[config.mk]
export PLATFORM = sky130hd
export DESIGN_NAME = serial_adder
export DESIGN_NICKNAME = d
export VERILOG_FILES = /design/src/rtl/serial_adder_pkg.sv /design/src/rtl/serial_adder_full_add.sv /design/src/rtl/serial_adder.sv
export SDC_FILE = /design/constraint.sdc
export NUM_CORES = 1
export LEC_CHECK = 0
export ABC_CLOCK_PERIOD_IN_PS = 1780
export BUFFER_PORTS_ARGS = -buffer_cell sky130_fd_sc_hd__clkbuf_2
export CORE_MARGIN = 2
export CORE_UTILIZATION = 35
export CTS_BUF_LIST = sky130_fd_sc_hd__clkbuf_4 sky130_fd_sc_hd__clkbuf_8 sky130_fd_sc_hd__clkbuf_16
export CTS_CLUSTER_SIZE = 25
export DETAILED_ROUTE_END_ITERATION = 10
export SYNTH_ARGS = -nofsm -noshare
export SYNTH_HDL_FRONTEND = slang
export SYNTH_SLANG_ARGS = --single-unit
[constraint.sdc]
create_clock -name clk -period 1.78 [get_ports clk]
set_input_delay 0.089 -clock clk [delete_from_list [all_inputs] [get_ports clk]]
set_output_delay 0.089 -clock clk [all_outputs]
set_load 0.01 [all_outputs]
[src/rtl/serial_adder_pkg.sv]
// Shared definitions for the bit-serial adder: controller state encoding.
// Imported by the RTL and by the bench for state checks.
package serial_adder_pkg;

    localparam int ST_W = 2;

    typedef enum logic [ST_W-1:0] {
        ST_IDLE = 2'd0,
        ST_RUN  = 2'd1,
        ST_DONE = 2'd2,
        ST_ILL  = 2'd3
    } state_t;

endpackage

[src/rtl/serial_adder_full_add.sv]
// Purely combinational one-bit full adder; the per-bit datapath of serial_adder.
module serial_adder_full_add (
    input  logic a,
    input  logic b,
    input  logic c,
    output logic sum,
    output logic carry
);

    assign sum   = a ^ b ^ c;
    assign carry = (a & b) | (a & c) | (b & c);

endmodule

[src/rtl/serial_adder.sv]
// Bit-serial W-bit adder: captures a/b/cin on an accepted start, adds one bit per
// clock LSB-first through a single full-add cell, then presents {cout,sum}.
//
// Handshake: start is accepted on a rising edge where ready==1 (IDLE or DONE);
// done pulses for one cycle when sum/cout are updated; start during busy is ignored.
module serial_adder
    import serial_adder_pkg::*;
#(
    parameter int W = 8
) (
    input  logic         clk,
    input  logic         rst_n,
    input  logic         start,
    input  logic [W-1:0] a,
    input  logic [W-1:0] b,
    input  logic         cin,
    output logic         ready,
    output logic         busy,
    output logic         done,
    output logic [W-1:0] sum,
    output logic         cout,
    output state_t       dbg_state
);

    localparam int CNT_W = $clog2(W + 1);

    state_t           state;
    state_t           state_nxt;
    logic [W-1:0]     a_sr;
    logic [W-1:0]     b_sr;
    logic [W-1:0]     s_sr;
    logic [W-1:0]     s_nxt;
    logic             c_ff;
    logic [CNT_W-1:0] cnt;
    logic             fa_sum;
    logic             fa_carry;
    logic             accept;
    logic             last;
    logic             unused_sr;

    serial_adder_full_add u_full_add (
        .a     (a_sr[0]),
        .b     (b_sr[0]),
        .c     (c_ff),
        .sum   (fa_sum),
        .carry (fa_carry)
    );

    assign accept    = start & ready;
    assign last      = (state == ST_RUN) && (cnt == CNT_W'(W - 1));
    assign dbg_state = state;
    // The LSB of the sum shifter falls off the end each step; it is never read back.
    assign unused_sr = ^s_sr;

    generate
        if (W == 1) begin : g_narrow
            assign s_nxt = fa_sum;
        end else begin : g_wide
            assign s_nxt = {fa_sum, s_sr[W-1:1]};
        end
    endgenerate

    always_comb begin
        state_nxt = state;
        ready     = 1'b0;
        busy      = 1'b0;
        case (state)
            ST_IDLE: begin
                ready = 1'b1;
                if (start) state_nxt = ST_RUN;
            end
            ST_RUN: begin
                busy = 1'b1;
                if (last) state_nxt = ST_DONE;
            end
            ST_DONE: begin
                ready     = 1'b1;
                state_nxt = start ? ST_RUN : ST_IDLE;
            end
            default: state_nxt = ST_IDLE;
        endcase
    end

    always_ff @(posedge clk or negedge rst_n) begin
        if (!rst_n) begin
            state <= ST_IDLE;
            a_sr  <= '0;
            b_sr  <= '0;
            s_sr  <= '0;
            c_ff  <= 1'b0;
            cnt   <= '0;
            sum   <= '0;
            cout  <= 1'b0;
            done  <= 1'b0;
        end else begin
            state <= state_nxt;
            done  <= last;
            if (accept) begin
                a_sr <= a;
                b_sr <= b;
                c_ff <= cin;
                cnt  <= '0;
            end else if (state == ST_RUN) begin
                a_sr <= a_sr >> 1;
                b_sr <= b_sr >> 1;
                s_sr <= s_nxt;
                c_ff <= fa_carry;
                cnt  <= cnt + CNT_W'(1);
                if (last) begin
                    sum  <= s_nxt;
                    cout <= fa_carry;
                end
            end
        end
    end

endmodule

# Word level (Yosys, flattened, before mapping)
# Cells that the tools add are included.
[totals]
ff_bits = 41
input_bits = 20
out_inout_bits = 14
wordCells = 45
[classes]
n_addsub = 1
n_eq_ne = 5
muxes = 14
n_bitwise = 9
reduce_logical = 7
[ops]
columns = ["operator", "n"]
rows = [
  ["two-way mux 8 bit", 4],
  ["two-way mux 4 bit", 2],
  ["case mux 2 bit (3 select lines)", 1],
  ["two-way mux 1 bit", 5],
  ["adder 4 x 1 -> 4 bit, second input constant", 1],
  ["AND 1 bit", 4],
  ["equality test 4 x 3 -> 1 bit, second input constant", 1],
  ["two-way mux 2 bit", 2],
  ["inequality test 2 bit, second input constant", 2],
  ["AND reduction 2 bit", 2],
  ["AND reduction 3 bit", 1],
  ["equality test 2 x 1 -> 1 bit, second input constant", 1],
  ["equality test 2 bit, second input constant", 1],
  ["logical NOT 2 bit", 1],
  ["OR 1 bit", 2],
  ["nonzero test 2 bit", 1],
  ["OR reduction 2 bit", 1],
  ["bitwise XOR 1 bit", 2],
  ["logical AND 1 bit", 1],
  ["inverter 1 bit", 1],
]

# Logic depth before layout (Yosys ltp)
[depth]
ltp_word = 6
mapped_depth = 6
mapped_depth_nobuf = 4

# Hierarchy
# From an unflattened synthesis, not the netlist that was laid out.
[unflattened]
cells_unflattened = 162
area_unflattened_um2 = 1664.1
[by_module_without_submodules]
columns = ["module", "n_inst", "cells_per_inst", "area_each_um2", "seq_area_each_um2"]
rows = [
  ["serial_adder", 1, 161, 1644.1, 1001.0],
  ["serial_adder_full_add", 1, 1, 20.0, 0.0],
]

# Least setup slack after synthesis
# No wires, ideal clock.
[synth_timing]
path_type = "flip-flop to flip-flop"
from = "register state[1], in the netlist dbg_state[1]"
to = "register cout"
setup_ns = 0.125
t_arrival_ns = 1.388
required_ns = 1.655
slack_ns = 0.267
stages_incl_launch_ff = 5
path_buffers = 1
synth_period_minus_slack_ns = 1.513
cell_sequence = "dfrtp_1 nand2b_1 buf_6 nor3_4 mux2_2"
[synth_between]
elab_cells_between_ends = 9
classes_between = "eq/ne: 2; mux: 1; bitwise: 2; reduce/logical: 4"
[synth_lines]
columns = ["item", "line_no", "rtl"]
rows = [
  ["start, declared", "serial_adder.sv:27", "state_t state;"],
  ["start signal, assigned", "serial_adder.sv:96", "state <= state_nxt;"],
  ["equality test 2 x 1 -> 1 bit", "serial_adder.sv:50", "assign last = (state == ST_RUN) && (cnt == CNT_W'(W - 1));"],
  ["logical AND 1 bit", "serial_adder.sv:50", ""],
  ["named net last", "serial_adder.sv:38", "logic last;"],
  ["AND reduction 3 bit (no line)", "-", ""],
  ["end signal, assigned", "serial_adder.sv:111", "cout <= fa_carry;"],
  ["end, declared", "serial_adder.sv:21", "output logic cout,"],
]
# The timed path passes the listed nets, and every way through them passes these cells.
# A chain may end at the register's enable or synchronous reset.

# Worst setup path in the final report
[layout_timing]
from = "register state[1], in the netlist dbg_state[1]"
to = "output port busy"
[layout_between]
elab_chain_len = 2
[layout_rtl]
columns = ["item", "line_no", "rtl"]
rows = [
  ["equality test 2 x 1 -> 1 bit", "serial_adder.sv:67", "case (state)"],
  ["two-way mux 1 bit", "serial_adder.sv:67", ""],
  ["end, declared", "serial_adder.sv:18", "output logic busy,"],
]
# No other way between the ends.

==> impl_metrics.yaml <==
cells_and_area:
  syn_to_final_growth_pct: 19.8
  antenna_cells: 0
  layout-drive-gt1-share_pct: 28.5
  layout_common_cells: "53 x nand2_1, 40 x dfrtp_1, 33 x clkbuf_2"
  nets: 221
  final-instance-count-excl-fill: 254
  fillers: 466
  final_util_pct: 43.0
  layout_commonest_cell: "nand2_1"
routing:
  drcViolationCount: 0
  antenna_left: 0
  dr.pass1.iters: 4
  drtIter0Drc: 68
  vias: 1218
  route.detailed.wl_per_inst_um: 12.7
  routed_wl_mm: 3.22
  via_per_inst: 4.80
global_route:
  grt_usage_pct: 13.9
  grt_max_degree: 41
  overflow: 0
  grt_pass1_wl_mm: 5.49
  grt_pass1_vias: 1197
  antenna_found_initial: 0
placement:
  dp.cells: 245
  hpwl_mm: 2.07
  place_congestion: 0.735
  io_buffers: 33
sta:
  worst_pin_slew_ns: 0.493
  relSlewSlack_pct: 67.1
  hold_violations: 0
  fin_crit_sh_pct: 86.2
  drv_slew: 0
  fin_crit_ns: 1.53
  max_freq_mhz: 652
  finClkSkew_ns: 0.00472
  finalSetupViolations: 0
  finalSetupTns_ns: 0
  rsz0062_at_grt: "no"
clock_tree:
  cts_tree: "yes"
  cts_buffer_depth: 2
  cts_sinks: 40
  post_cts_buffers: 0
  cts_root_buffer: "clkbuf_8"
  post_cts_resized: 0
  path_clk_slew_ns: 0.07
  cts_buffers: 5
  clk_latency_ns: 0.29
  ctsHtreeMaxLevel: 2
power_and_ir_drop:
  p_leak_nw: 1.01
  irDropWorstVdd_mv: 0.485
  power_density_mw_per_mm2: 1800
die:
  pin_count: 34
  die_h_um: 73.1
  die_w_um: 73.1
  start_util_pct: 35.9
  num_rows: 25
  die-area_mm2: 0.00535
  core_mm2: 0.00466
logic_synthesis:
  synth-edff-count: 0
  syn_inst: 163
  async_flop_share_pct: 100
  synth_area_mm2: 0.00167
  ys_ff_latch: 40
  yosys_warnings: 0
  yosysUniqueCellTypes: 24
  synth.yosys.seq_area_share_pct: 59.9
  ys.flop_type: "dfrtp_1"
  syn_area_per_cell_um2: 10.3
  syn_nets: 185
setup_path:
  arrival_ns: 1.44
  endpoint_kind: "output pin"
  r2r_cells: 5
  start_kind: "register"
  path_class: "register to output pin"
  crit_required_ns: 1.69
  crit_path_max_fanout: 30
job:
  maxCapViolCount: 0
status:
  run_status: "finished, final reports clean"
worst_hold_path:
  hold_path_depth: 3
  hp-class: "input pin to register"
==> cells in the mapped netlist (2+ instances only) <==
cell type   n  share of area, %
a22o_1      2               1.0
a22oi_1     2              0.90
a31oi_1    12               4.5
buf_2       2              0.60
clkbuf_1    7               1.6
dfrtp_1    40                60
inv_1       2              0.45
mux2_2     10               6.7
mux2i_1     2               1.2
nand2_1    53                12
nand2b_1    2              0.75
nand3_1     2              0.60
nor2_1     15               3.4
nor3_1      2              0.60
==> worst max-delay path, stage by stage (launching register included) <==
cell and delay, ns:
dfrtp_1 0.37, nand2b_1 0.21, inv_1 0.08, buf_4 0.30, clkbuf_2 0.19
==> sequential cells by signal (all words and copies together), names as in the netlist <==
name       flops
a_sr           8
b_sr           8
sum            8
s_sr           7
cnt            4
dbg_state      2
c_ff           1
cout           1
done           1
==> metrics by stage <==
step | instance area [um^2] | setup slack (ns) | total power [mW] | hold slack, ns
final | 2000 | 0.246 | 3.60 | 0.0227
after global routing | 2000 | 0.136 | 3.92 | 0.0299
after CTS | 2000 | 0.221 | 3.66 | 0.0129
after detailed placement | 1890 | 0.303 | 2.99 | 0.181
after global placement | 1890 | 0.335 | 2.94 | 0.179
after floorplan | 1670 | 0.267 | 2.58 | -0.207
==> layout make-up <==
| class | instances | area, um^2 | area share [%] |
|---|---|---|---|
| flip-flops and latches | 40 | 1000 | 50.0 |
| multi-input cells | 111 | 616 | 30.7 |
| repair buffers | 39 | 213 | 10.6 |
| clock buffers | 8 | 97.6 | 4.87 |
| well taps | 54 | 67.6 | 3.38 |
| inverters | 2 | 7.51 | 0.375 |
==> per-layer routing <==
layer,up-vias,GRT usage (%),share of wire [%],wire length (um)
met2,26,20.5,44,1420
met4,0,7.41,1.9,60
met3,5,3.73,4.2,135
met1,577,18.5,50,1600
li1,610,-,-,-
met5,-,0,0,0
==> repair_timing <==
| item | 4_1_cts | 5_1_grt |
|---|---|---|
| setup endpoints to repair | 0 | 0 |
| endpoints found under the hold margin | 40 | 0 |
| hold buffers | 1 | 0 |
==> logic make-up after synthesis <==
group | count (synthesis) | share of synthesized area [%]
AND/OR/NAND/NOR | 77 | 19.0
flip-flops | 40 | 59.9
AO/OA/AOI/OAI | 19 | 7.41
buffers and inverters | 12 | 3.29
multiplexers | 12 | 7.93
adder cells (fa/ha/maj) | 2 | 1.95
XOR/XNOR | 1 | 0.524
==> worst paths after layout <==
check / from / endpoint / slack (ns)
worst max register to register: cnt[1] / cout / 0.29
max in group asynchronous: rst_n / a_sr[2] / 1.04
worst min register to register: s_sr[1] / s_sr[1] / 0.48
worst max-delay path: dbg_state[1] / busy / 0.25
min in group asynchronous: rst_n / sum[1] / 0.40
worst min-delay path: cin / c_ff / 0.02
==> power breakdown <==
group / internal, mW / switching, mW
logic: 0.600 / 0.765
registers: 1.33 / 0.257
clock network: 0.347 / 0.298
(Power assumes the default switching activity.)
